[config.mk]
export PLATFORM = sky130hd
export DESIGN_NAME = control_unit
export DESIGN_NICKNAME = d
export VERILOG_FILES = /design/src/rtl/control_unit.sv
export SDC_FILE = /design/constraint.sdc
export NUM_CORES = 1
export LEC_CHECK = 0
export ABC_AREA = 1
export BUFFER_PORTS_ARGS = -buffer_cell sky130_fd_sc_hd__buf_2
export CORE_UTILIZATION = 34
export DETAILED_ROUTE_END_ITERATION = 8
export PLACE_DENSITY = 0.67
export SLEW_MARGIN = 20
export SYNTH_ARGS = -nofsm -noshare
export SYNTH_HDL_FRONTEND = slang
export SYNTH_SLANG_ARGS = --single-unit
[constraint.sdc]
create_clock -name clk -period 2 [get_ports clk]
set_input_delay 0.1 -clock clk [delete_from_list [all_inputs] [get_ports clk]]
set_output_delay 0.1 -clock clk [all_outputs]
set_load 0.01 [all_outputs]
[src/rtl/control_unit.sv]
// ---------------------------------------------------------------------------
// control_unit
//
// Instruction sequencer for the 16-bit CPU. An instruction is captured from
// din[8:0] when run is seen in IDLE. It is then stepped through T1..T3. The
// unit drives the bus multiplexer selects, the register-file load enables,
// the A/G enables and the ALU operation.
//
// Ports
//   clk     in   1   system clock, rising edge active
//   reset   in   1   asynchronous, active-high; forces IDLE and clears ir
//   run     in   1   start request, only looked at in IDLE
//   din     in  16   instruction source in IDLE (low 9 bits); mvi immediate
//   ir      out  9   instruction register contents
//   r_out   out  3   register select to the bus multiplexer
//   din_en  out  1   bus takes din
//   gout    out  1   bus takes G
//   r_in    out  8   one-hot load enable for r0..r7
//   a_in    out  1   load A from the bus
//   g_in    out  1   load G with the ALU result
//   alu_op  out  2   00 add, 01 sub, 10 and; 00 whenever g_in is low
//   done    out  1   high during the last step of an instruction
// ---------------------------------------------------------------------------
module control_unit (
    input  logic        clk,
    input  logic        reset,
    input  logic        run,
    input  logic [15:0] din,
    output logic [8:0]  ir,
    output logic [2:0]  r_out,
    output logic        din_en,
    output logic        gout,
    output logic [7:0]  r_in,
    output logic        a_in,
    output logic        g_in,
    output logic [1:0]  alu_op,
    output logic        done
);

    typedef enum logic [1:0] {
        IDLE = 2'd0,
        T1   = 2'd1,
        T2   = 2'd2,
        T3   = 2'd3
    } state_t;

    localparam logic [2:0] OP_MV  = 3'b000;
    localparam logic [2:0] OP_MVI = 3'b001;
    localparam logic [2:0] OP_ADD = 3'b010;
    localparam logic [2:0] OP_SUB = 3'b011;
    localparam logic [2:0] OP_AND = 3'b100;

    localparam logic [1:0] ALU_ADD = 2'b00;
    localparam logic [1:0] ALU_SUB = 2'b01;
    localparam logic [1:0] ALU_AND = 2'b10;

    state_t state;
    state_t next_state;

    logic [2:0] opcode;
    logic [2:0] reg_x;
    logic [2:0] reg_y;
    logic [7:0] x_onehot;
    logic       is_alu;

    // The immediate path for mvi goes straight to the bus multiplexer.
    // Only the low nine bits are needed here as the instruction.
    logic unused_din_high;
    assign unused_din_high = &{1'b0, din[15:9]};

    // Field decode of the captured instruction.
    assign opcode   = ir[8:6];
    assign reg_x    = ir[5:3];
    assign reg_y    = ir[2:0];
    assign x_onehot = 8'b0000_0001 << reg_x;
    assign is_alu   = (opcode == OP_ADD) || (opcode == OP_SUB) || (opcode == OP_AND);

    // State register. Reset abandons any instruction in flight.
    always_ff @(posedge clk or posedge reset) begin
        if (reset) begin
            state <= IDLE;
        end else begin
            state <= next_state;
        end
    end

    // The instruction register is written only when leaving IDLE. It then
    // holds steady while din is reused for immediates or changes freely.
    always_ff @(posedge clk or posedge reset) begin
        if (reset) begin
            ir <= 9'd0;
        end else if ((state == IDLE) && run) begin
            ir <= din[8:0];
        end
    end

    // Next-state logic. Moves and reserved opcodes finish in T1. ALU
    // operations need T2 to load G and T3 to write the result back.
    always_comb begin
        next_state = state;
        case (state)
            IDLE: begin
                if (run) begin
                    next_state = T1;
                end
            end
            T1: begin
                if (is_alu) begin
                    next_state = T2;
                end else begin
                    next_state = IDLE;
                end
            end
            T2: begin
                next_state = T3;
            end
            T3: begin
                next_state = IDLE;
            end
            default: begin
                next_state = IDLE;
            end
        endcase
    end

    // Output decode. Outputs depend only on the state and ir. Everything
    // idles at zero, so din_en/gout exclusivity and the one-hot r_in follow
    // from each step asserting at most one bus source and one destination.
    always_comb begin
        r_out  = 3'd0;
        din_en = 1'b0;
        gout   = 1'b0;
        r_in   = 8'd0;
        a_in   = 1'b0;
        g_in   = 1'b0;
        alu_op = ALU_ADD;
        done   = 1'b0;
        case (state)
            IDLE: begin
            end
            T1: begin
                case (opcode)
                    OP_MV: begin
                        r_out = reg_y;
                        r_in  = x_onehot;
                        done  = 1'b1;
                    end
                    OP_MVI: begin
                        din_en = 1'b1;
                        r_in   = x_onehot;
                        done   = 1'b1;
                    end
                    OP_ADD, OP_SUB, OP_AND: begin
                        r_out = reg_x;
                        a_in  = 1'b1;
                    end
                    default: begin
                        done = 1'b1;
                    end
                endcase
            end
            T2: begin
                if (is_alu) begin
                    r_out = reg_y;
                    g_in  = 1'b1;
                    case (opcode)
                        OP_SUB:  alu_op = ALU_SUB;
                        OP_AND:  alu_op = ALU_AND;
                        default: alu_op = ALU_ADD;
                    endcase
                end
            end
            T3: begin
                if (is_alu) begin
                    gout = 1'b1;
                    r_in = x_onehot;
                    done = 1'b1;
                end
            end
            default: begin
            end
        endcase
    end

endmodule

==> results.md, run 1 <==
- Status: complete, no violations
- Initial core utilization: 0.361
- Data arrival time of the worst path: ~1.7 ns
- Max Clk Rate: 563 MHz
- Critical path class: reg2out
- Total negative setup slack: 0 ns
- Horizontal die dimension: between 40 and 50 um
- Share of synthesized area occupied by flip-flops and latches: 0.389
- Finished Core Util: 0.496
- Critical-path cell list: inv_2 > ha_2 > inv_2 > nor2_4 > nand2_1 > nand2_1 > nand2_1 > a21oi_1 > buf_2
- Area Overhead vs Synth: 37.5%
- DR WL met2: between 600 and 700 um
- Clock tree from TritonCTS: done
- Final cycle utilization of the critical path: 0.887
- Vias per inst: between 4 and 5
- Hold/Removal Path Class: in2reg
- Highest fanout seen on the critical path: 4
- Die Y-Extent: about 48 um
- Overall via count from detail_route: roughly 740
- Antenna-violating nets left: 0
- Number of post-CTS setup repair buffers: 0
- Cells after synthesis: 95
- Final routed wire length divided by cell count: roughly 9.5 um
- Total of warnings raised by yosys: 0
- Routability cong.: around 0.77
- Hold path start: din[2]
- Reg-to-Reg Start: state[0]
- Antenna violations before repair: 0
- GRT Residual Overflow: 0
- Std-Cell Rows: 16
- RSZ-0062 raised after global routing: no
- Clock sink count: 11
- Clock-pin slew reported for the worst setup and hold paths after clock tree synthesis: 0.07 ns
- Global-route wire length before repair: 2.31 mm
- Post-layout net count: around 160
- Total die area: between 0.002 and 0.0025 mm^2
- First-pass iteration count of the detailed router: 4
- Register bit total from synthesis: 11
- Top metal layer carrying routed signals: met4
- Post-synth cell types: 16
- Syn_nets: 119
- Ports: 46
- Routed metal-1 wirelength: approximately 760 um
- Number of buffers and inverters on the critical path: 3
- Max Cap Violations: 0
- Met3 routed wirelength: 90 um
- Global-route usage over all layers: 0.147
- Clock insertion delay at the later pin of the skew report: between 0.2 and 0.3 ns
- Number of antenna cells inserted: 0
- Pins over their slew limit: 0
- Transition time of the tightest slew-check pin: roughly 0.44 ns
- Maximum number of pins on one net before global-route repair: 12
- Multi-input logic area: around 370 um^2
- VDD IR max: between 0.0005 and 0.0006 V
- Initial DRC Count: 6
- Required time of the critical path: between 1.5 and 2 ns
- CTS buffer count: 3
- Sequential Area: 275 um^2
- Placed cells: 160
- Ratio of total power to cell area: between 1000 and 1500 mW/mm^2
- CP delay by family, top: flip-flops
- Non-filler instance count after layout: 165
- CTS H-Tree Depth: 1
- Root Buffer: sky130_fd_sc_hd__clkbuf_4
- Layout cells sized above 1: 0.413
- Clock Tree Buf Depth: 2
- Smallest hold slack: between 0.06 and 0.07 ns
- Number of remaining DRC errors: 0
- Post-DP HPWL: ~1.3 mm
- Headroom to the max-slew limit: 0.707
- Crit path largest cell delay: between 0.4 and 0.5 ns
- Crit-path most repeated cell: sky130_fd_sc_hd__nand2_1
- Average cell area after synthesis: around 7.5 um^2
- Setup Viol. Count Final: 0
- Final worst clock skew: 0.00830 ns
- Via count of the first global-routing pass: slightly below 600
- Fillers: approximately 220
- Kind of start point of the critical path: flip-flop
- Static leakage: about 0.55 nW
- Total Wirelength: around 1.6 mm
- Critical-path cell with the highest stage delay: sky130_fd_sc_hd__dfrtp_1
- Hold Fails Final Rpt: 0
- Count of input and output buffers: 38
- Area inside the core boundary: ~0.0020 mm^2
- Kind of end point of the critical path: primary output
- Mapped cell area: a little over 700 um^2
- Final Critical Period: 1.77 ns
==> layout make-up <==
class                           count  area share
Tap cell                           27      0.0347
Multi-Input combinational cell     67       0.380
Timing Repair Buffer               40       0.213
Inverter                           16      0.0617
Sequential cell                    11       0.283
Clock buffer                        4      0.0270
==> power breakdown <==
group	internal [mW]	leakage, nW	switching (mW)
Combinational	0.299	0.413	0.475
Sequential	0.334	0.124	0.101
Clock	0.0771	0.0150	0.0716
==> flip-flops by register name (all words and copies together) (netlist names), named ones only <==
name   count
state      1
ir         9
==> cell usage after synthesis <==
library cell	instances	area (um^2)
sky130_fd_sc_hd__o21ai_2	1	8.76
sky130_fd_sc_hd__a31oi_1	1	6.26
sky130_fd_sc_hd__ha_1	5	62.6
sky130_fd_sc_hd__nand2_2	3	18.8
sky130_fd_sc_hd__a21oi_1	10	50.1
sky130_fd_sc_hd__inv_2	4	15.0
sky130_fd_sc_hd__o21ai_0	4	20.0
sky130_fd_sc_hd__inv_1	12	45.0
sky130_fd_sc_hd__dfrtp_1	11	275
sky130_fd_sc_hd__nor3_1	6	30.0
sky130_fd_sc_hd__nor2_2	1	6.26
sky130_fd_sc_hd__mux2_2	3	33.8
sky130_fd_sc_hd__nor2_1	14	52.6
sky130_fd_sc_hd__nand2_1	18	67.6
sky130_fd_sc_hd__buf_2	1	5.00
sky130_fd_sc_hd__nor2_4	1	11.3
==> worst reg2reg max path, stage by stage (launching register included) <==
cell and delay [ns]:
sky130_fd_sc_hd__dfrtp_1 0.42, sky130_fd_sc_hd__inv_1 0.11, sky130_fd_sc_hd__ha_1 0.22, sky130_fd_sc_hd__nand2_1 0.23
sky130_fd_sc_hd__mux2_2 0.37
==> path summary, 6_finish.rpt <==
kind | end | slack (ns) | cells after the start
worst max register to register | ir[1] | 0.55 | 4
worst min-delay path | ir[2] | 0.06 | 2
max in group asynchronous | ir[8] | 1.31 | 3
worst min register to register | ir[2] | 0.54 | 1
worst max-delay path | r_out[2] | 0.23 | 9
min in group asynchronous | ir[2] | 0.39 | 3
==> layer usage <==
| layer | vias up | GRT usage |
|---|---|---|
| li1 | 385 | - |
| met1 | 328 | 0.184 |
| met2 | 27 | 0.241 |
| met3 | 4 | 0.0226 |
| met4 | 0 | 0.0833 |
| met5 | - | 0 |
==> kinds of logic (layout without fill, tap and decap cells) <==
| kind of cell | count (synthesis) | count (layout) | share of synthesized area |
|---|---|---|---|
| muxes | 3 | 3 | 0.0477 |
| AOI/OAI and AO/OA | 16 | 16 | 0.120 |
| adders and majority gates | 5 | 5 | 0.0883 |
| and+or+nand+nor | 43 | 43 | 0.263 |
| buffers and inverters | 17 | 60 | 0.0919 |
| DFF | 11 | 11 | 0.389 |
==> metrics by stage <==
stage                     worst slack, ns  power (mW)  area (um^2)
after floorplan                     0.624       0.953          708
after global placement              0.453        1.20          935
after detailed placement            0.437        1.22          935
after CTS                           0.145        1.37          971
after global routing               0.0422        1.51          973
final                               0.225        1.36          973
==> what timing repair did <==
action / 4_1_cts / 5_1_grt
endpoints found under the setup margin: 0 / 2
resized for setup: 0 / 2
endpoints found under the hold margin: 11 / 0
hold buffers: 1 / 0
==> cells in the final DEF (no fill, tap or decap), types with 3 or more instances in the layout <==
master,n
sky130_fd_sc_hd__buf_2,38
sky130_fd_sc_hd__nand2_1,18
sky130_fd_sc_hd__nor2_1,14
sky130_fd_sc_hd__inv_1,11
sky130_fd_sc_hd__dfrtp_1,11
sky130_fd_sc_hd__a21oi_1,10
sky130_fd_sc_hd__nor3_1,6
sky130_fd_sc_hd__inv_2,5
sky130_fd_sc_hd__o21ai_0,4
sky130_fd_sc_hd__ha_1,4
sky130_fd_sc_hd__nand2_2,3
sky130_fd_sc_hd__mux2_2,3
sky130_fd_sc_hd__clkbuf_4,3
No activity file was read; power rests on OpenSTA's default activity.
==> run 2: changes to the inputs <==
--- a/config.mk
+++ b/config.mk
@@ -7,9 +7,11 @@
 export LEC_CHECK = 0
 export ABC_AREA = 1
 export BUFFER_PORTS_ARGS = -buffer_cell sky130_fd_sc_hd__buf_2
-export CORE_UTILIZATION = 34
+export CELL_PAD_IN_SITES_DETAIL_PLACEMENT = 1
+export CELL_PAD_IN_SITES_GLOBAL_PLACEMENT = 2
+export CORE_UTILIZATION = 22
 export DETAILED_ROUTE_END_ITERATION = 8
-export PLACE_DENSITY = 0.67
+export PLACE_DENSITY_LB_ADDON = 0.15
 export SLEW_MARGIN = 20
 export SYNTH_ARGS = -nofsm -noshare
 export SYNTH_HDL_FRONTEND = slang
==> results.md, run 2 (synthesis gave the netlist of run 1 again) <==
- Status: complete, no violations
- Critical path class: reg2out
- Std-Cell Rows: 20
- Post-layout total power: around 1.4 mW
- Final Critical Period: 1.83 ns
- Required time of the critical path: 1.90 ns
- Final worst clock skew: roughly 0.00087 ns
- Number of post-CTS setup repair buffers: 0
- Pins over their slew limit: 0
- Global-route usage over all layers: 0.118
- Crit-path most repeated cell: sky130_fd_sc_hd__nand2_1
- Horizontal die dimension: just under 60 um
- First-pass iteration count of the detailed router: 3
- GRT Residual Overflow: 0
- Biggest register: ir
- Transition time of the tightest slew-check pin: approximately 0.44 ns
- Kind of end point of the critical path: primary output
- Non-filler instance count after layout: ~180
- Commonest cells after routing, fill and taps aside: sky130_fd_sc_hd__buf_2 (38), sky130_fd_sc_hd__nand2_1 (18), sky130_fd_sc_hd__nor2_1 (14)
- Number of buffers and inverters on the critical path: 3
- Maximum number of pins on one net before global-route repair: 12
- Final routed wire length divided by cell count: 10.7 um
- Flip-flop count of the largest register after layout: 9
- Multi-input logic area: around 370 um^2
- Clock-pin slew reported for the worst setup and hold paths after clock tree synthesis: around 0.070 ns
- Area Overhead vs Synth: 40.5%
- Routability cong.: ~0.66
- CP delay by family, top: flip-flops
- Clock Tree Buf Depth: 2
- Root Buffer: sky130_fd_sc_hd__clkbuf_4
- Max Cap Violations: 0
- Hold Fails Final Rpt: 0
- CTS H-Tree Depth: 1
- Initial DRC Count: 10
- Number of antenna cells inserted: 0
- Global-route wire length before repair: 3.15 mm
- Crit path largest cell delay: roughly 0.43 ns
- Max Clk Rate: roughly 550 MHz
- Headroom to the max-slew limit: 0.709
- CTS buffer count: 3
- Clock tree from TritonCTS: done
- Final cycle utilization of the critical path: 0.916
- Clock sink count: 11
- Ratio of total power to cell area: roughly 1400 mW/mm^2
- Vias per inst: roughly 4
- Via count of the first global-routing pass: 728
- Total negative setup slack: 0 ns
- Layout cells sized above 1: 0.413
- Total die area: 0.00345 mm^2
- Total Wirelength: roughly 1.9 mm
- Critical-path cell list: inv_2 > ha_2 > inv_2 > nor2_4 > nand2_1 > nand2_1 > nand2_1 > a21oi_1 > buf_2
- Antenna violations before repair: 0
- Largest registers ranked by flip-flop count: ir: 9 flops, state: 1 flops
- Placed cells: approximately 180
- Data arrival time of the worst path: 1.73 ns
- RSZ-0062 raised after global routing: no
- Die Y-Extent: approximately 59 um
- Antenna-violating nets left: 0
- Critical-path cell with the highest stage delay: sky130_fd_sc_hd__dfrtp_1
- Area inside the core boundary: just over 0.003 mm^2
- Post-layout net count: 163
- VDD IR max: approximately 0.00048 V
- Post-DP HPWL: between 1.5 and 2 mm
- Initial core utilization: 0.232
- Static leakage: approximately 0.55 nW
- Number of remaining DRC errors: 0
- Setup Viol. Count Final: 0
- Fillers: between 400 and 500
- Count of input and output buffers: 38
- Clock insertion delay at the later pin of the skew report: ~0.26 ns
- Overall via count from detail_route: about 740
- Highest fanout seen on the critical path: 4
- Kind of start point of the critical path: flip-flop
- Sequential Area: roughly 280 um^2
- Hold/Removal Path Class: in2reg
- Ports: 46
- Most common cell after layout, fill and taps aside: sky130_fd_sc_hd__buf_2
-- run 2: cell counts in the layout (fill, tap and decap cells not counted) --
Identical to the previous run, type by type.
-- run 2: where the power goes --
group | total (mW) | internal, mW | switching, mW
logic | 0.793 | 0.299 | 0.493
clock network | 0.154 | 0.0770 | 0.0766
registers | 0.441 | 0.333 | 0.108
total | 1.39 | 0.710 | 0.678
-- run 2: worst paths after layout --
kind                       slack (ns)  cells past startpoint      start        to
min in group asynchronous        0.38                      3      reset     ir[1]
hold / removal                   0.06                      2     din[0]     ir[0]
setup / recovery                 0.17                      9  flip-flop  r_out[0]
max in group asynchronous        1.32                      3      reset     ir[7]
hold reg to reg                  0.54                      1      ir[2]     ir[2]
setup reg to reg                 0.48                      4   state[0]     ir[1]
-- run 2: area by class of cell --
type                            count  share of cell area
Tap cell                           44              0.0553
Clock buffer                        4              0.0264
Multi-Input combinational cell     67               0.372
Inverter                           16              0.0604
Timing Repair Buffer               40               0.209
Sequential cell                    11               0.277
-- run 2: metal layers --
layer / track usage / vias to the layer above / share of wire
met5: 0 / - / 0
met2: 0.187 / 26 / 0.43
met4: 0.0408 / 0 / 0.0051
met3: 0.0132 / 2 / 0.057
li1: - / 384 / -
met1: 0.165 / 331 / 0.51
-- run 2: per-stage QoR --
step / setup WS (ns) / util / area, um^2 / hold WS (ns)
after CTS: 0.0465 / 0.325 / 992 / 0.0549
after global placement: 0.401 / 0.313 / 956 / 0.129
after global routing: 0.0190 / 0.326 / 995 / 0.0605
after floorplan: 0.624 / - / 708 / -0.0476
after detailed placement: 0.346 / 0.313 / 956 / 0.139
final: 0.168 / 0.326 / 995 / 0.0629
-- run 2: repair_timing --
action                                  4_1_cts  5_1_grt
endpoints found under the setup margin        0        3
endpoints found under the hold margin        11        0
hold buffers                                  1        0
gates resized for setup                       0        2
==> run 3: changes to the inputs <==
--- a/config.mk
+++ b/config.mk
@@ -5,11 +5,10 @@
 export SDC_FILE = /design/constraint.sdc
 export NUM_CORES = 1
 export LEC_CHECK = 0
-export ABC_AREA = 1
 export BUFFER_PORTS_ARGS = -buffer_cell sky130_fd_sc_hd__buf_2
 export CELL_PAD_IN_SITES_DETAIL_PLACEMENT = 1
 export CELL_PAD_IN_SITES_GLOBAL_PLACEMENT = 2
-export CORE_UTILIZATION = 22
+export CORE_UTILIZATION = 26
 export DETAILED_ROUTE_END_ITERATION = 8
 export PLACE_DENSITY_LB_ADDON = 0.15
 export SLEW_MARGIN = 20
==> constraint.sdc (replaced) <==
create_clock -name clk -period 2 [get_ports clk]
set_input_delay 0.4 -clock clk [delete_from_list [all_inputs] [get_ports clk]]
set_output_delay 0.4 -clock clk [all_outputs]
set_load 0.01 [all_outputs]
==> results.md, run 3 <==
- Required time of the critical path: about 1.6 ns
- Root Buffer: sky130_fd_sc_hd__clkbuf_4
- Global-route wire length before repair: around 3.6 mm
- Largest cells by area after synthesis: sky130_fd_sc_hd__dfrtp_1 (34%), sky130_fd_sc_hd__mux2_2 (14%), sky130_fd_sc_hd__ha_1 (7.8%)
- Register bit total from synthesis: 11
- Global-route usage over all layers: 0.141
- Total of warnings raised by yosys: 0
- Post-DP HPWL: 1.74 mm
- VDD IR max: 0.000718 V
- Cells after synthesis: 79
- Number of remaining DRC errors: 2
- Final worst clock skew: 0.00202 ns
- Total Wirelength: between 2 and 2.5 mm
- Static leakage: between 0.6 and 0.7 nW
- Overall via count from detail_route: 829
- Count of input and output buffers: 38
- Ports: 46
- Total die area: roughly 0.0033 mm^2
- Endpoint of the most critical setup path: r_out[2]
- Finished Core Util: 0.445
- Share of Yosys cell area claimed by the top area cell type: 0.343
- Clock tree from TritonCTS: done
- Initial core utilization: 0.284
- Sw Pwr: 0.903 mW
- Critical path class: reg2out
- Busiest layer in global routing: met2
- Cell count of the worst reg-to-reg path: 6
- Mapped cell area: approximately 800 um^2
- List of most frequent post-synthesis cells: sky130_fd_sc_hd__dfrtp_1 (11), sky130_fd_sc_hd__mux2_2 (10), sky130_fd_sc_hd__nor3_1 (7)
- Post-layout net count: approximately 160
- Share of synthesized area occupied by flip-flops and latches: 0.343
- Final setup slack of the worst path: -0.0728 ns
- Vias per inst: roughly 4.9
- Worst setup startpoint: ir[8]
- Routing usage on met1: 0.180
- Clock insertion delay at the later pin of the skew report: about 0.26 ns
- Transition time of the tightest slew-check pin: 0.414 ns
- Dominant synthesized flop cell: sky130_fd_sc_hd__dfrtp_1
- Clock-pin slew reported for the worst setup and hold paths after clock tree synthesis: approximately 0.07 ns
- Combinational cell fraction of total power: 0.681
- Violated checks: design-rule violations, negative setup slack
- Number of buffers and inverters on the critical path: 2
- Met3 demand-to-capacity share in global routing: 0.0159
- Setup Viol. Count Final: 10
- Non-filler instance count after layout: 169
- Most common cell after layout, fill and taps aside: sky130_fd_sc_hd__buf_2
- Kind of end point of the critical path: primary output
- Leading cell type by number of instances after synthesis: sky130_fd_sc_hd__dfrtp_1
- Kind of start point of the critical path: flip-flop
- Clock network power share: 0.070
- CP delay by family, top: buffers and inverters
- Largest registers ranked by flip-flop count: ir: 9 flops, state: 1 flops
- Initial DRC Count: 2
- Flip-flop count of the largest register after layout: 9
- Area Overhead vs Synth: 57.1%
- Syn_nets: roughly 100
- Critical-path cell with the highest stage delay: sky130_fd_sc_hd__dfrtp_2
- Data arrival time of the worst path: between 1.5 and 2 ns
- Max Cap Violations: 0
- Antenna violations before repair: 0
- Status: complete, but fails checks
- Commonest cells after routing, fill and taps aside: sky130_fd_sc_hd__buf_2 (37), sky130_fd_sc_hd__buf_4 (15), sky130_fd_sc_hd__mux2_2 (9)
- Routability cong.: between 0.8 and 0.9
- Horizontal die dimension: 57.5 um
- Highest fanout seen on the critical path: 7
- Ratio of total power to cell area: between 1500 and 2000 mW/mm^2
- Worst r2r dst: ir[7]
- Maximum number of pins on one net before global-route repair: 12
- Headroom to the max-slew limit: 0.723
- Area inside the core boundary: about 0.0028 mm^2
- Post-synthesis cell type with the largest combined area: sky130_fd_sc_hd__dfrtp_1
- Number of synthesized flops with an enable pin: 0
- Final cycle utilization of the critical path: 1.04
- First-pass iteration count of the detailed router: 5
- CTS buffer count: 3
- Cts-stage hold buffer count: 0
- Post-synth cell types: 26
- Number of antenna cells inserted: 0
- Smallest hold slack: between 0.1 and 0.15 ns
- Biggest register: ir
- Via count of the first global-routing pass: around 840
- Max Clk Rate: 482 MHz
- Layout cells sized above 1: 0.674
- Hold/Removal Path Class: in2async
- Average cell area after synthesis: between 10 and 15 um^2
- Sw Ratio: 0.438
- Std-Cell Rows: 19
- Hold Fails Final Rpt: 0
- Die Y-Extent: ~58 um
- Final routed wire length divided by cell count: 14.0 um
- Clock sink count: 11
- RSZ-0062 raised after global routing: yes
- Critical-path cell list: nor2b_1 > clkdlybuf4s15_2 > nand3_1 > a31oi_1 > buf_2
- GRT Residual Overflow: 0
- Clock Tree Buf Depth: 2
- Placed cells: 150
- Pins over their slew limit: 0
- Final Critical Period: ~2.1 ns
- Internal power summed over all cells: 1.16 mW
- Share of flip-flops with an asynchronous set or reset after synthesis: 1.00
- Met2 Track Usage GR: 0.233
- Crit path largest cell delay: roughly 0.45 ns
- Reg power frac: 0.248
- Register-to-register path setup slack: roughly 0.35 ns
- Logic depth of the worst setup path including buffers: 5
- CTS H-Tree Depth: 1
- Antenna-violating nets left: 0
-- run 3: cell count changes after synthesis, sizes merged, moves of 6 or more --
cell / before / now
nand2: 21 / 2
inv: 16 / 6
nand3: 0 / 6
nor2: 16 / 3
a21oi: 10 / 1
mux2: 3 / 12
nor2b: 0 / 6
-- run 3: cell families after synthesis --
family                     after synthesis  synth area share
muxes                                   12             0.178
buffers and inverters                    8            0.0562
DFF                                     11             0.343
and+or+nand+nor                         32             0.243
AOI/OAI and AO/OA                       11             0.101
adders and majority gates                5            0.0780
-- run 3: worst min-delay path by stage --
stage	startpoint	to	depth (start not counted)
floorplan	reset	async pin	1
global placement	reset	ir[3]	2
detailed placement	reset	ir[3]	2
CTS	reset	ir[0]	2
global route	reset	ir[3]	2
finish	reset	ir[0]	2
-- run 3: power groups by stage --
stage | registers, mW | logic [mW] | clock network [mW]
global route | 0.530 | 1.54 | 0.164
floorplan | 0.517 | 0.684 | 0
finish | 0.512 | 1.40 | 0.145
global placement | 0.515 | 1.02 | 0
detailed placement | 0.524 | 1.05 | 0
CTS | 0.515 | 1.18 | 0.153
-- run 3: metal layers --
metal	share of wire	routed length (um)
met2	0.49	1170
met3	0.044	103
met4	0.0097	23
met1	0.45	1070
met5	0	0
-- run 3: metrics by stage --
stage,worst slack (ns),setup TNS [ns],power [mW],instance area [um^2]
global route,-0.140,-1.21,2.23,1260
global placement,0.167,0,1.53,1040
detailed placement,0.101,0,1.57,1040
finish,-0.0728,-0.211,2.06,1260
floorplan,0.238,0,1.20,802
CTS,-0.0485,-0.266,1.85,1140
-- run 3: repair_timing --
| action | in CTS | in global routing |
|---|---|---|
| cloned | 0 | 1 |
| pin swaps | 1 | 4 |
| buffers inserted | 6 | 8 |
| resized for setup | 10 | 16 |
| endpoints found under the setup margin | 12 | 12 |
-- run 3: layout make-up --
cell class	instances	area [um^2]
Clock buffer	4	26.3
Fill cell	337	1570
Inverter	6	27.5
Multi-Input combinational cell	60	534
Sequential cell	11	279
Tap cell	31	38.8
Timing Repair Buffer	57	354
-- run 3: worst reg2reg max path, cell delays in order (launching register included) --
cell and delay (ns):
sky130_fd_sc_hd__dfrtp_1 0.37, sky130_fd_sc_hd__buf_6 0.12, sky130_fd_sc_hd__clkinv_4 0.05, sky130_fd_sc_hd__buf_4 0.13, sky130_fd_sc_hd__ha_1 0.18, sky130_fd_sc_hd__nand2_1 0.29, sky130_fd_sc_hd__mux2_2 0.39
